===== src/rtl/addsub_serial_if.sv =====
// addsub_serial_if: handshake and data bundle for addsub_serial.
//   start    request a transaction (taken only while busy=0)
//   mode     0 = add, 1 = subtract; captured with start
//   val0     operand A; captured with start
//   val1     operand B; captured with start
//   busy     a transaction is in progress
//   done     one-cycle pulse when sum/carry/overflow are updated
//   sum      result (difference when subtracting)
//   carry    unsigned carry-out (add) or borrow-out (subtract)
//   overflow signed two's-complement overflow of the operation
interface addsub_serial_if #(
  parameter int WIDTH = 8
);
  logic             start;
  logic             mode;
  logic [WIDTH-1:0] val0;
  logic [WIDTH-1:0] val1;
  logic             busy;
  logic             done;
  logic [WIDTH-1:0] sum;
  logic             carry;
  logic             overflow;

  modport master (
    output start, mode, val0, val1,
    input  busy, done, sum, carry, overflow
  );

  modport slave (
    input  start, mode, val0, val1,
    output busy, done, sum, carry, overflow
  );
endinterface


===== src/rtl/addsub_serial.sv =====
// addsub_serial: multi-cycle adder/subtractor processing DIGIT bits per clock,
// least significant digit first, through a registered carry/borrow flop.
// A transaction takes WIDTH/DIGIT RUN cycles; results appear with a one-cycle
// done pulse and then hold until the next completion or reset.
//   clk    rising-edge clock
//   rst_n  asynchronous active-low reset
//   bus    addsub_serial_if slave: start/mode/val0/val1 in,
//          busy/done/sum/carry/overflow out
module addsub_serial #(
  parameter int WIDTH = 8,
  parameter int DIGIT = 2
) (
  input logic            clk,
  input logic            rst_n,
  addsub_serial_if.slave bus
);
  localparam int N     = WIDTH / DIGIT;
  localparam int CNT_W = (N > 1) ? $clog2(N) : 1;
  localparam int MSB   = WIDTH - 1;

  if ((DIGIT < 1) || ((WIDTH % DIGIT) != 0)) begin : g_bad_params
    $error("addsub_serial: WIDTH must be a positive multiple of DIGIT");
  end

  typedef enum logic {
    IDLE = 1'b0,
    RUN  = 1'b1
  } state_t;

  state_t           state;
  state_t           state_nxt;
  logic [CNT_W-1:0] cnt;
  logic [WIDTH-1:0] a_r;
  logic [WIDTH-1:0] b_r;
  logic             mode_r;
  logic             chain;
  logic [WIDTH-1:0] res_r;
  logic [WIDTH-1:0] res_nxt;
  logic [WIDTH-1:0] sum_r;
  logic             carry_r;
  logic             ovf_r;
  logic             done_r;
  logic [DIGIT:0]   slice;
  logic             last;
  logic             ovf_nxt;

  // One digit of add or subtract. The extra top bit is the carry-out for add;
  // for subtract it is set exactly when a-b-bin went negative, i.e. the borrow.
  function automatic logic [DIGIT:0] slice_op(
    input logic             sub,
    input logic [DIGIT-1:0] a,
    input logic [DIGIT-1:0] b,
    input logic             cin
  );
    logic [DIGIT:0] ea;
    logic [DIGIT:0] eb;
    logic [DIGIT:0] ec;
    ea = {1'b0, a};
    eb = {1'b0, b};
    ec = {{DIGIT{1'b0}}, cin};
    return sub ? (ea - eb - ec) : (ea + eb + ec);
  endfunction

  always_comb begin
    state_nxt = state;
    slice     = slice_op(mode_r, a_r[int'(cnt)*DIGIT +: DIGIT],
                         b_r[int'(cnt)*DIGIT +: DIGIT], chain);
    res_nxt   = res_r;
    res_nxt[int'(cnt)*DIGIT +: DIGIT] = slice[DIGIT-1:0];
    last      = (cnt == CNT_W'(N - 1));
    // Subtract overflows when operand signs differ; add when they match.
    // Either way the result sign must then disagree with operand A.
    ovf_nxt   = ((a_r[MSB] ^ b_r[MSB]) == mode_r) && (res_nxt[MSB] != a_r[MSB]);
    case (state)
      IDLE:    if (bus.start) state_nxt = RUN;
      RUN:     if (last) state_nxt = IDLE;
      default: state_nxt = IDLE;
    endcase
  end

  always_ff @(posedge clk or negedge rst_n) begin
    if (!rst_n) state <= IDLE;
    else        state <= state_nxt;
  end

  always_ff @(posedge clk or negedge rst_n) begin
    if (!rst_n) begin
      cnt     <= '0;
      a_r     <= '0;
      b_r     <= '0;
      mode_r  <= 1'b0;
      chain   <= 1'b0;
      res_r   <= '0;
      sum_r   <= '0;
      carry_r <= 1'b0;
      ovf_r   <= 1'b0;
      done_r  <= 1'b0;
    end else begin
      done_r <= 1'b0;
      if (state == IDLE) begin
        if (bus.start) begin
          a_r    <= bus.val0;
          b_r    <= bus.val1;
          mode_r <= bus.mode;
          chain  <= 1'b0;
          cnt    <= '0;
        end
      end else begin
        res_r <= res_nxt;
        chain <= slice[DIGIT];
        cnt   <= cnt + 1'b1;
        if (last) begin
          sum_r   <= res_nxt;
          carry_r <= slice[DIGIT];
          ovf_r   <= ovf_nxt;
          done_r  <= 1'b1;
        end
      end
    end
  end

  assign bus.busy     = (state == RUN);
  assign bus.done     = done_r;
  assign bus.sum      = sum_r;
  assign bus.carry    = carry_r;
  assign bus.overflow = ovf_r;
endmodule


===== src/flat_wrapper.sv =====
// flat-port wrapper written by rule: the top's interface ports become plain ports
module addsub_serial_flat 
#(
  parameter int WIDTH = 8,
  parameter int DIGIT = 2
)
  (clk, rst_n, bus_start, bus_mode, bus_val0, bus_val1, bus_busy, bus_done, bus_sum, bus_carry, bus_overflow);
  addsub_serial_if #(.WIDTH(WIDTH)) bus_i ();
  input logic clk;
  input logic rst_n;
  input wire logic [$bits(bus_i.start)-1:0] bus_start;
  input wire logic [$bits(bus_i.mode)-1:0] bus_mode;
  input wire logic [$bits(bus_i.val0)-1:0] bus_val0;
  input wire logic [$bits(bus_i.val1)-1:0] bus_val1;
  output wire logic [$bits(bus_i.busy)-1:0] bus_busy;
  output wire logic [$bits(bus_i.done)-1:0] bus_done;
  output wire logic [$bits(bus_i.sum)-1:0] bus_sum;
  output wire logic [$bits(bus_i.carry)-1:0] bus_carry;
  output wire logic [$bits(bus_i.overflow)-1:0] bus_overflow;
  assign bus_i.start = bus_start;
  assign bus_i.mode = bus_mode;
  assign bus_i.val0 = bus_val0;
  assign bus_i.val1 = bus_val1;
  assign bus_busy = bus_i.busy;
  assign bus_done = bus_i.done;
  assign bus_sum = bus_i.sum;
  assign bus_carry = bus_i.carry;
  assign bus_overflow = bus_i.overflow;
  addsub_serial #(.WIDTH(WIDTH), .DIGIT(DIGIT)) u_core (.clk(clk), .rst_n(rst_n), .bus(bus_i));
endmodule

===== config.mk =====
export PLATFORM = sky130hd
export DESIGN_NAME = addsub_serial_flat
export DESIGN_NICKNAME = d
export VERILOG_FILES = /design/src/rtl/addsub_serial_if.sv /design/src/rtl/addsub_serial.sv /design/src/flat_wrapper.sv
export SDC_FILE = /design/constraint.sdc
export NUM_CORES = 1
export LEC_CHECK = 0
export CAP_MARGIN = 20
export CORE_MARGIN = 3
export CORE_UTILIZATION = 47
export DETAILED_ROUTE_END_ITERATION = 7
export HOLD_SLACK_MARGIN = 0.05
export PLACE_DENSITY_LB_ADDON = 0.08
export SETUP_SLACK_MARGIN = 0.15
export SLEW_MARGIN = 20
export SYNTH_ARGS = -nofsm -noshare
export SYNTH_HDL_FRONTEND = slang
export SYNTH_SLANG_ARGS = --single-unit

===== constraint.sdc =====
create_clock -name clk -period 2.62 [get_ports clk]
set_input_delay 0.524 -clock clk [delete_from_list [all_inputs] [get_ports clk]]
set_output_delay 0.524 -clock clk [all_outputs]
set_load 0.005 [all_outputs]

**Yosys cells after proc, flatten, opt, wreduce, memory -nomap -nowiden**

Cells that the tools add are included.

- Flip-flop bits (word level): 40
- Logic and storage cells: 41
- Bits of input ports: 20
- Output and inout port bits: 12

- Bitwise logic cells: 2
- Shift-type cells: 4
- $add $sub $neg: 6
- Equality and inequality tests: 3
- Reduce and logical (&&, ||, !) cells: 4
- Mux-type cells: 11

Operators by type and width:

| operator | count |
|---|---|
| 3-bit negator with 33-bit output | 1 |
| 2-bit by 33-bit variable shift with 8-bit output (first input constant) | 1 |
| 2-bit by 33-bit variable part select with 8-bit output | 1 |
| 8-bit by 4-bit variable part select with 2-bit output | 2 |
| 8-bit bitwise mux | 1 |
| 1-bit 2-to-1 mux | 6 |
| 2-bit 2-to-1 mux | 2 |
| 2-bit AND reduction | 2 |
| 2-bit by 2-bit adder with 3-bit output | 1 |
| 3-bit by 1-bit adder with 3-bit output | 1 |
| 3-bit 2-to-1 mux | 1 |
| 2-bit by 2-bit subtractor with 3-bit output | 1 |
| 3-bit by 1-bit subtractor with 3-bit output | 1 |
| 2-bit by 1-bit adder with 2-bit output (second input constant) | 1 |
| 2-bit == test (second input constant) | 1 |
| 1-bit case mux with 2 select lines | 1 |
| 2-bit nonzero test | 1 |
| 1-bit == test | 1 |
| 1-bit logical AND | 1 |
| 1-bit != test | 1 |
| 1-bit inverter | 1 |
| 1-bit XOR | 1 |

**Depth between registers and ports, before layout**

- Word-level depth: 8
- Mapped depth: 9

**Worst setup path after synthesis**

No wires, ideal clock.

- Kind: flip-flop to flip-flop
- Start point: register u_core.cnt[0]
- End point: register u_core.res_r[5]
- Cell stages (with the launch flop): 10
- Path buffers: 2
- Arrival time: 2.671 ns
- Required time: 2.517 ns
- Clock period less this slack: 2.775 ns
- Path slack: -0.155 ns
- Cell sequence: dfrtp_1 > buf_2 > buf_6 > mux4_2 > fa_1 > inv_1 > fa_1 > mux2i_4 > nand2_1 > o41ai_2

- Longest elaborated chain between the ends: 6
- Elaborated cells between the ends (all ways): 11
- Those cells by class: 5 x add/sub; 4 x shift; 2 x mux

Ends and longest elaborated chain:

| element | RTL line | text |
|---|---|---|
| from (decl) | addsub_serial.sv:32 | `logic [CNT_W-1:0] cnt;` |
| from (signal assigned) | addsub_serial.sv:111 | `cnt <= cnt + 1'b1;` |
| 8-bit by 4-bit variable part select with 2-bit output (on tied branches) | addsub_serial.sv:66, addsub_serial.sv:67 |  |
| 2-bit by 2-bit adder with 3-bit output / 2-bit by 2-bit subtractor with 3-bit output (equally long branches) | addsub_serial.sv:61 | `return sub ? (ea - eb - ec) : (ea + eb + ec);` |
| 3-bit by 1-bit adder with 3-bit output / 3-bit by 1-bit subtractor with 3-bit output (equally long branches) | addsub_serial.sv:61 |  |
| 3-bit 2-to-1 mux | addsub_serial.sv:61 |  |
| 2-bit by 33-bit variable part select with 8-bit output | addsub_serial.sv:69 | `res_nxt[int'(cnt)*DIGIT +: DIGIT] = slice[DIGIT-1:0];` |
| 8-bit bitwise mux * | addsub_serial.sv:69 |  |
| to (signal assigned) | addsub_serial.sv:109 | `res_r <= res_nxt;` |
| to (decl) | addsub_serial.sv:37 | `logic [WIDTH-1:0] res_r;` |

Mark *: on every way between the ends. The rest lies on a longest branch, timed or not.
A chain may end at the register's enable or synchronous reset.

**Worst setup path after layout**

- Start point: register u_core.cnt[0]
- End point: register u_core.ovf_r, in the netlist u_core.bus.overflow

- Longest elaborated chain between the ends: 8
- Elaborated cells between the ends (all ways): 15
- Those cells by class: 5 x add/sub; 2 x eq/ne; 4 x shift; 2 x mux; 2 x reduce/logical

Ends and longest elaborated chain:

| element | RTL line | text |
|---|---|---|
| 8-bit by 4-bit variable part select with 2-bit output (on tied branches) | addsub_serial.sv:66, addsub_serial.sv:67 |  |
| 2-bit by 2-bit adder with 3-bit output / 2-bit by 2-bit subtractor with 3-bit output (equally long branches) | addsub_serial.sv:61 |  |
| 3-bit by 1-bit adder with 3-bit output / 3-bit by 1-bit subtractor with 3-bit output (equally long branches) | addsub_serial.sv:61 |  |
| 3-bit 2-to-1 mux | addsub_serial.sv:61 |  |
| 2-bit by 33-bit variable part select with 8-bit output | addsub_serial.sv:69 |  |
| 8-bit bitwise mux | addsub_serial.sv:69 |  |
| 1-bit != test | addsub_serial.sv:73 | `ovf_nxt = ((a_r[MSB] ^ b_r[MSB]) == mode_r) && (res_nxt[MSB] != a_r[MSB]);` |
| 1-bit logical AND | addsub_serial.sv:73 |  |
| to (signal assigned) | addsub_serial.sv:115 | `ovf_r <= ovf_nxt;` |
| to (decl) | addsub_serial.sv:41 | `logic ovf_r;` |

Several ways; a longest one is shown, not always the timed one.

==> results.yml <==
clocking:
  cts_buffers: 5
  root_buffer: "clkbuf_8"
  path_clk_slew_ns: 0.07
  clockBufferDepth: 2
  clkLatencyLatePin_ns: 0.29
  tritoncts: "built"
  cts_num_sinks: 38
  htree_levels: 2
  hold_buffers: 0
setup_path:
  worst-path-max-fanout: 6
  rr_worst_depth: 8
  path_cells: "mux4_2 -> fa_2 -> inv_2 -> fa_1 -> mux2i_4 -> buf_4 -> a211o_1 -> nand3_1"
  timing.rr.end: "u_core.bus.overflow$_DFFE_PN0P_"
  critical_path.slowest_cell: "mux4_2"
  regToRegStartpoint: "u_core.cnt[0]$_DFFE_PN0P_"
  crit_path_start_kind: "flip-flop"
  cp.arrival_ns: 2.75
  crit_path_start: "u_core.cnt[0]$_DFFE_PN0P_"
  worst-setup-path-type: "reg2reg"
  end_kind: "flip-flop"
  reg2reg_slack_ns: 0.04
  cp.required_ns: 2.79
  slowest_delay_ns: 0.57
die:
  io_pins: 32
  die_w_um: 70.07
  die_area_mm2: 0.004910
  die_h_um: 70.07
  initial_utilization_pct: 50.79
  core_area_mm2: 0.003799
  row_count: 22
global_routing:
  grt.met2_usage_pct: 29.17
  grt_max_degree: 39
  grt_pass1_wl_mm: 6.292
  met1_usage_pct: 18.44
  antenna_found_initial: 0
  grt_usage_pct: 16.28
  grt.met3_usage_pct: 3.165
  gr-total-overflow: 0
  grt_pass1_vias: 1381
  grt-busiest-layer: "met2"
synth:
  yosys.area.top_type_share_pct: 49.29
  ys.flop_type: "dfrtp_1"
  synth.net_count: 185
  synth_common_cells: "38 x dfrtp_1, 22 x mux2_2, 19 x nand2_1, 10 x inv_1, 10 x o21ai_0"
  async_flop_share_pct: 100.0
  synth_seq_cells: 38
  netlist_instances: 156
  synth.distinct_cells: 34
  synth_top_cell_by_area: "dfrtp_1"
  synth_edf_count: 0
  seq_area_frac_synth_pct: 49.29
  yosysWarnings: 0
  synth_area_leaders: "dfrtp_1 49%, mux2_2 13%, fa_1 4.2%"
  yosysMostFrequentCell: "dfrtp_1"
  syn_avg_cell_area_um2: 12.37
  synth_area_mm2: 0.001929
detailed_routing:
  remaining_drc_errors: 0
  dr.first_iter.drc_count: 45
  wl_mm: 3.597
  avgViaCountPerCell: 5.177
  firstDrtPassIters: 4
  drtAntennaViolNets: 0
  vias: 1258
  wl_per_cell_um: 14.80
flow_run:
  drv_cap: 0
place:
  place_ws_ns: -0.01856
  place_area_mm2: 0.002291
  placement.io_buffers: 31
  place_hpwl_mm: 2.633
  routabilityCongestion: 0.8511
pwr:
  p_per_area_mw_per_mm2: 1496
  leakage_uw: 0.001058
  peakVddDrop_v: 0.0006422
finish:
  post-route-util_pct: 63.80
  finish.instance_area_mm2: 0.002424
  nets: 224
  synthToLayoutAreaGrowth_pct: 25.62
  drive_above_1_share_pct: 27.18
  antennaDiodeCount: 0
timing:
  rsz0062_at_grt: "true"
  slew_headroom_pct: 43.99
  post-route-period-util_pct: 98.50
  hold_viol: 0
  finalSetupViolations: 0
  fin_crit_ns: 2.581
  holdWs_ns: 0.3367
  finalWorstSetupSlack_ns: 0.03925
  maxSlewViolCount: 0
  worstMarginPinSlew_ns: 0.8401
  max_freq_mhz: 387.5
  skew_ns: 0.006901
hold_path:
  hold_class: "in2async"
status:
  outcome: "complete, no violations"
kinds of logic (layout without fill, tap and decap cells):
kind of cell             count (synthesis)  in the layout  synth area share (%)
XOR/XNOR                                 1              1                0.4540
AND/OR/NAND/NOR                         38             38                 10.64
adder cells (fa/ha/maj)                  9              9                 7.393
AO/OA/AOI/OAI                           20             20                 7.134
buffers and inverters                   18             57                 4.475
multiplexers                            32             32                 20.62
flip-flops                              38             38                 49.29
sequential cells by signal, summed over array words and instances (netlist names):
signal,flops
u_core.bus.carry,1
u_core.bus.done,1
u_core.b_r,8
u_core.mode_r,1
u_core.cnt,2
u_core.res_r,6
u_core.bus.overflow,1
u_core.a_r,8
u_core.bus.busy,1
u_core.chain,1
u_core.bus.sum,8
worst max-delay path, delay by kind of cell (launching register included):
kind                       cells  cell delay (ns)
adders and majority gates      2             0.83
DFF                            1             0.41
muxes                          2             0.84
AOI/OAI and AO/OA              1             0.11
and+or+nand+nor                1             0.07
buffers and inverters          2             0.22
per-stage QoR:
step	setup TNS, ns	cells	power, uW
after floorplan	-0.01604	156	2374
after global placement	0	232	2795
after detailed placement	-0.01856	232	2867
after CTS	0	242	3460
after global routing	-0.2795	243	3904
final	0	243	3626
power by group:
group / total (uW) / leakage, uW / internal, uW / switching [uW]
combinational: 2210 / 0.000541 / 1200 / 1020
clock: 373 / 0.0000383 / 183 / 190
sequential: 1040 / 0.000478 / 857 / 182
per-layer routing:
metal,up-vias,wire [um]
li1,618,-
met1,606,1466
met2,28,1929
met3,6,138
met4,0,62
met5,-,0
cell type report:
type,count,area [um2]
Sequential cell,38,952.2
Inverter,10,37.54
Multi-Input combinational cell,100,920.9
Tap cell,48,60.06
Timing Repair Buffer,40,376.6
Fill cell,293,1375
Clock buffer,7,76.32
placed cells by master, fill, tap and decap left out, types with 3 or more instances in the layout:
master,netlist,final
nand2_1,19,18
ha_1,5,5
o21ai_1,0,4
inv_1,10,7
buf_4,2,8
o21ai_0,10,6
nor2b_1,4,4
dfrtp_1,38,37
clkbuf_8,0,5
mux4_2,3,3
inv_2,0,3
clkdlybuf4s50_1,0,30
mux2_2,22,22
mux2i_1,6,6
how the worst max path moves through the flow:
stage / end / slack, ns / cells past startpoint
6_report: u_core.bus.overflow$_DFFE_PN0P_ / 0.04 / 8
5_1_grt: u_core.bus.sum[3]$_DFFE_PN0P_ / -0.08 / 8
4_1_cts: u_core.bus.sum[3]$_DFFE_PN0P_ / 0.06 / 8
3_5_place_dp: u_core.res_r[5]$_DFFE_PN0P_ / -0.02 / 7
3_3_place_gp: u_core.res_r[5]$_DFFE_PN0P_ / 0.1 / 7
2_1_floorplan: u_core.res_r[5]$_DFFE_PN0P_ / -0.01 / 9
repair_timing:
item,4_1_cts,5_1_grt
gates resized for setup,1,6
setup endpoints to repair,7,9
pin swaps,0,1
setup buffers,3,1
No activity file was read; power rests on OpenSTA's default activity.
==> edit 1 (config.mk and constraints unchanged) <==
`DIGIT` is set to 2 in 2 places; all go to 1.
--- a/src/rtl/addsub_serial.sv
+++ b/src/rtl/addsub_serial.sv
@@ -9,5 +9,5 @@
 module addsub_serial #(
   parameter int WIDTH = 8,
-  parameter int DIGIT = 2
+  parameter int DIGIT = 1
 ) (
   input logic            clk,
--- a/src/flat_wrapper.sv
+++ b/src/flat_wrapper.sv
@@ -3,5 +3,5 @@
 #(
   parameter int WIDTH = 8,
-  parameter int DIGIT = 2
+  parameter int DIGIT = 1
 )
   (clk, rst_n, bus_start, bus_mode, bus_val0, bus_val1, bus_busy, bus_done, bus_sum, bus_carry, bus_overflow);
Check against the original RTL: not equivalent (Yosys sat finds a counterexample within 10 cycles, from zero or initial values and one cycle with rst_n low).
==> edit 1 against the original RTL <==
Clock skew fell by 3.1 ps. Global-route usage is 0.073 points higher. First-iteration DRC count rose by 27%. Final area rose by 5.8%. Synthesized area increased by 4.9%. Hold slack improved by 28 ps. Worst setup slack improved by 170 ps. Count of clock-buffer cells in the layout did not move. Power rose by 4.1%. Sequential share of layout area increased by 0.76 points. Sequential cell count rose by 3. Routed wire length is 3.1% higher. Largest cell class unchanged.
==> edit 1: results (changes against the original RTL) <==
Status
  • Status: complete, no violations (unchanged)

Synth
  • Syn_nets: 195 (was 185)
  • Synth top cells by count: dfrtp_1 (41), mux2_1 (19), nand2_1 (18) (was dfrtp_1 (38), mux2_2 (22), nand2_1 (19))
  • Top area cells in the synthesized netlist: dfrtp_1 (51%), mux2_1 (11%), mux2i_1 (4.9%) (was dfrtp_1 (49%), mux2_2 (13%), fa_1 (4.2%))
  • Post-synthesis sequential area ratio: 50.7% (was 49.3%)
  • Unique cell type count in the Yosys netlist: 39 (was 34)
  • Synth Area per Inst: 12.0 sq um (was 12.4 sq um)

STA
  • Clk_skew: 3.82 ps (was 6.90 ps)
  • Slew HR: 39.6% (was 44.0%)

Final layout
  • Proportion of layout cells with a drive suffix above 1: 20.3% (was 27.2%)
  • ANT cells: 0 (unchanged)
  • Fin nets: 232 (was 224)
  • Filler Cell Count: 329 (was 293)

Global route
  • Vias in the first global route: 1458 (was 1381)
  • Largest net degree at the start of global routing: 42 (was 39)
  • Met2 usage: 28.1% (was 29.2%)
  • M1 GR Usage: 20.5% (was 18.4%)
  • Global router's overall resource usage: 16.3% (about the same)
  • Routing usage on met3: 3.93% (was 3.17%)
  • First-pass GRT wire length: 6650 microns (was 6290 microns)

Power and ir drop
  • Power Density: 1470 mW/mm^2 (was 1500 mW/mm^2)
  • Maximum vdd drop: 0.663 mV (was 0.642 mV)
  • Static leakage: 0.00113 uW (was 0.00106 uW)

Place
  • Placer Congestion: 0.855 (was 0.851)
  • Pre-CTS setup slack: -55.7 ps (was -18.6 ps)
  • Cells after DPL: 248 (was 232)
  • Hpwl dp: 2810 microns (was 2630 microns)
  • Placed Area: 0.00239 sq mm (was 0.00229 sq mm)

Worst setup path
  • Worst path arrival time: 2590 ps (was 2750 ps)

Detailed routing
  • Post-Route WL: 3710 microns (was 3600 microns)
  • DR WL/cell: 14.4 microns (was 14.8 microns)
  • Routed vias/inst: 5.33 (was 5.18)
-- edit 1: changes by cell type after synthesis, moves of 4 or more --
cell,before,now
inv_1,10,5
mux2_1,0,19
o21ai_1,0,7
mux2_2,22,6
nor2_1,2,13
o21ai_0,10,1
mux2i_1,6,10
-- edit 1: what timing repair did --
action | 4_1_cts | 5_1_grt
pin swaps | 0 | 0
gates resized for setup | 3 | 11
setup buffers | 1 | 0
hold buffers | 0 | 0
setup endpoints to repair | 14 | 12
-- edit 1: through the flow --
| stage | setup TNS [ps] | hold WS [ps] |
|---|---|---|
| final | 0 | 364 |
| after floorplan | 0 | 228 |
| after global routing | 0 | 440 |
| after CTS | 0 | 398 |
| after global placement | 0 | 467 |
| after detailed placement | -143 | 478 |
-- edit 1: where the power goes --
group | leakage, uW | internal (uW) | switching [uW]
sequential | 0.000500 | 946 | 226
clock | 0.0000585 | 311 | 208
combinational | 0.000567 | 1080 | 1010
-- edit 1: layout make-up --
type | instances | share of cell area, %
Timing Repair Buffer | 38 | 14.1
Clock inverter | 1 | 1.17
Clock buffer | 7 | 3.37
Tap cell | 50 | 2.44
Multi-Input combinational cell | 113 | 37.9
Inverter | 7 | 1.02
Sequential cell | 41 | 40.0
-- edit 1: worst max-delay path: stages (launching register included) --
cell,delay (ps)
dfrtp_2,440
mux4_2,530
mux2i_1,200
fa_1,440
or2_4,270
nand2_4,120
nand2_1,70
o311ai_1,230
-- edit 1: per-layer routing --
layer	vias to the layer above	share of wire, %	wire length, microns
met5	-	0	0
met4	0	1.1	42
met3	4	4.0	147
met2	32	52	1920
met1	671	43	1600
li1	663	-	-
-- edit 1: cell families after synthesis --
kind of cell | share of synthesized area [%]
AO/OA/AOI/OAI | 5.81
XOR/XNOR | 0.433
adder cells (fa/ha/maj) | 4.45
buffers and inverters | 3.65
flip-flops | 50.7
multiplexers | 23.3
AND/OR/NAND/NOR | 11.7
-- edit 1: final timing paths --
check	start	endpoint	slack (ps)	cells after the start
max	u_core.cnt[0]	u_core.bus.sum[6]	210	7
min	rst_n	u_core.bus.sum[7]	360	1
max reg2reg	u_core.cnt[0]	u_core.bus.sum[6]	210	7
min reg2reg	u_core.bus.sum[0]	u_core.bus.sum[0]	490	2
max in group asynchronous	rst_n	u_core.cnt[0]	1640	1
min in group clk	u_core.bus.sum[0]	u_core.bus.sum[0]	490	2
==> edit 2 (config.mk and constraints unchanged) <==
Made on the original files. Reset style: synchronous (`rst_n`), changed in 2 clocked blocks. Comments in the files are not updated.
--- a/src/rtl/addsub_serial.sv
+++ b/src/rtl/addsub_serial.sv
@@ -79,10 +79,10 @@
   end
 
-  always_ff @(posedge clk or negedge rst_n) begin
+  always_ff @(posedge clk) begin
     if (!rst_n) state <= IDLE;
     else        state <= state_nxt;
   end
 
-  always_ff @(posedge clk or negedge rst_n) begin
+  always_ff @(posedge clk) begin
     if (!rst_n) begin
       cnt     <= '0;
Formal check against the unedited RTL: differs if rst_n is asserted again (counterexample within 4 cycles, from zero or initial values and one cycle with rst_n low); with rst_n held inactive, the same outputs for 10 cycles.
==> edit 2 against the original RTL <==
Utilization down 2.4 points. Routed wire length is 12% higher. Clock skew is 2.4 ps higher. Sequential cell count rose by 2. Critical path depth is the same. First-iteration DRC count increased by 87%. Die area is 4.0% higher. Synthesized area grew 4.4%. Final area up 2.8%. Worst setup slack gained 150 ps.
Power is not compared: it rests on default switching activity, and its combinational part moved more than twofold at a synthesized area within 25%.
==> edit 2: results (changes against the original RTL) <==
Detailed routing
  • Top sig layer: met4 (unchanged)
  • Routed vias/inst: 5.36 (was 5.18)
  • Vias: 1640 (was 1258)
  • Met1 Wirelength: 1870 microns (was 1470 microns)
  • DR WL/cell: 13.2 microns (was 14.8 microns)
  • Met2 routed WL: 1970 microns (was 1930 microns)
  • Iteration-0 DRC Markers: 84 (was 45)

STA
  • Slew HR: 60.1% (was 44.0%)
  • Clk_skew: 9.32 ps (was 6.90 ps)
  • Hold_ws: 454 ps (was 337 ps)

Worst setup path
  • Crit-path max cell delay: 540 ps (was 570 ps)
  • Reg2Reg Launch Point: u_core.cnt[0] (unchanged)
  • CP top delay family: adder cells (was multiplexers)
  • Slowest cell on crit path: mux4_2 (unchanged)
  • R2R setup slack: 190 ps (was 40 ps)
  • CP max FO: 4 (was 6)
  • Critical R2R Capture: u_core.bus.sum[3] (was u_core.bus.overflow)
  • Worst path arrival time: 2660 ps (was 2750 ps)

Worst hold path
  • Hold Path Class: register to register (was input pin to asynchronous set/reset pin)
  • Hold Startpoint: u_core.res_r[1]

Synth
  • Async SR Flop Fraction: 0% (was 100%)
  • Synth Area per Inst: 8.99 sq um (was 12.4 sq um)
  • Top area cells in the synthesized netlist: dfxtp_1 (40%), a21boi_1 (9.7%), nand2_1 (8.8%) (was dfrtp_1 (49%), mux2_2 (13%), fa_1 (4.2%))
  • Synth Warn #: 0 (unchanged)
  • Unique cell type count in the Yosys netlist: 35 (was 34)
  • Syn_nets: 254 (was 185)
  • Synth top cells by count: nand2_1 (47), dfxtp_1 (40), a21boi_1 (26) (was dfrtp_1 (38), mux2_2 (22), nand2_1 (19))
  • Post-synthesis sequential area ratio: 39.8% (was 49.3%)
  • Ys flop type: dfxtp_1 (was dfrtp_1)

Global route
  • M1 GR Usage: 21.6% (was 18.4%)
  • Routing usage on met3: 4.07% (was 3.17%)
  • Largest net degree at the start of global routing: 19 (was 39)
  • First-pass GRT wire length: 7000 microns (was 6290 microns)
  • Met2 usage: 28.1% (was 29.2%)
  • Global router's overall resource usage: 17.0% (was 16.3%)

Place
  • Cells after DPL: 296 (was 232)
  • Placer Congestion: 0.783 (was 0.851)
  • Hpwl dp: 2890 microns (was 2630 microns)

Clocking
  • # resized after CTS: 0 (was 1)
  • Postcts setup bufs: 0 (was 3)
  • Hold_buf cts: 0 (unchanged)
  • Clock Tree Root: clkbuf_8 (unchanged)

Final layout
  • Fin nets: 285 (was 224)
  • Filler Cell Count: 383 (was 293)
  • Proportion of layout cells with a drive suffix above 1: 10.9% (was 27.2%)

Status
  • Status: complete, no violations (unchanged)

Power and ir drop
  • Maximum vdd drop: roughly 0.37 mV
  • Net Sw Power: ~330 uW
## edit 2: logic make-up after synthesis
group	count (synthesis)	share of synthesized area, %
xor gates and xnor gates	1	0.435
muxes	10	7.02
DFF	40	39.8
and+or+nand+nor	86	21.9
AOI/OAI and AO/OA	54	18.1
buffers and inverters	23	5.16
adders and majority gates	10	7.70
## edit 2: power groups by stage
stage | sequential (uW) | clock (uW) | combinational, uW
finish | 643 | 423 | 205
global route | 646 | 464 | 230
CTS | 643 | 436 | 195
detailed placement | 657 | 0 | 194
global placement | 657 | 0 | 191
floorplan | 652 | 0 | 136
## edit 2: worst max-delay path by stage
| stage | end | slack (ps) | startpoint |
|---|---|---|---|
| 3_5_place_dp | u_core.bus.overflow | 130 | u_core.cnt[0] |
| 5_1_grt | u_core.bus.sum[5] | 60 | u_core.cnt[0] |
| 3_3_place_gp | u_core.bus.overflow | 180 | u_core.cnt[0] |
| 2_1_floorplan | u_core.bus.overflow | 130 | u_core.cnt[0] |
| 4_1_cts | u_core.bus.sum[5] | 140 | u_core.cnt[0] |
| 6_report | u_core.bus.sum[3] | 190 | u_core.cnt[0] |
## edit 2: area by class of cell
| type | instances | area share [%] |
|---|---|---|
| timing repair buffer | 39 | 14.9 |
| inverter | 8 | 1.20 |
| clock inverter | 2 | 0.402 |
| multi-input combinational | 161 | 45.4 |
| tap | 50 | 2.51 |
| clock buffer | 6 | 3.31 |
| sequential | 40 | 32.3 |
## edit 2: through the flow
step	total power (uW)	worst slack, ps	area (sq um)
2_1_floorplan	788	128	2040
3_3_place_gp	848	180	2380
3_5_place_dp	851	130	2380
4_1_cts	1270	144	2470
5_1_grt	1340	55.0	2490
6_report	1270	187	2490
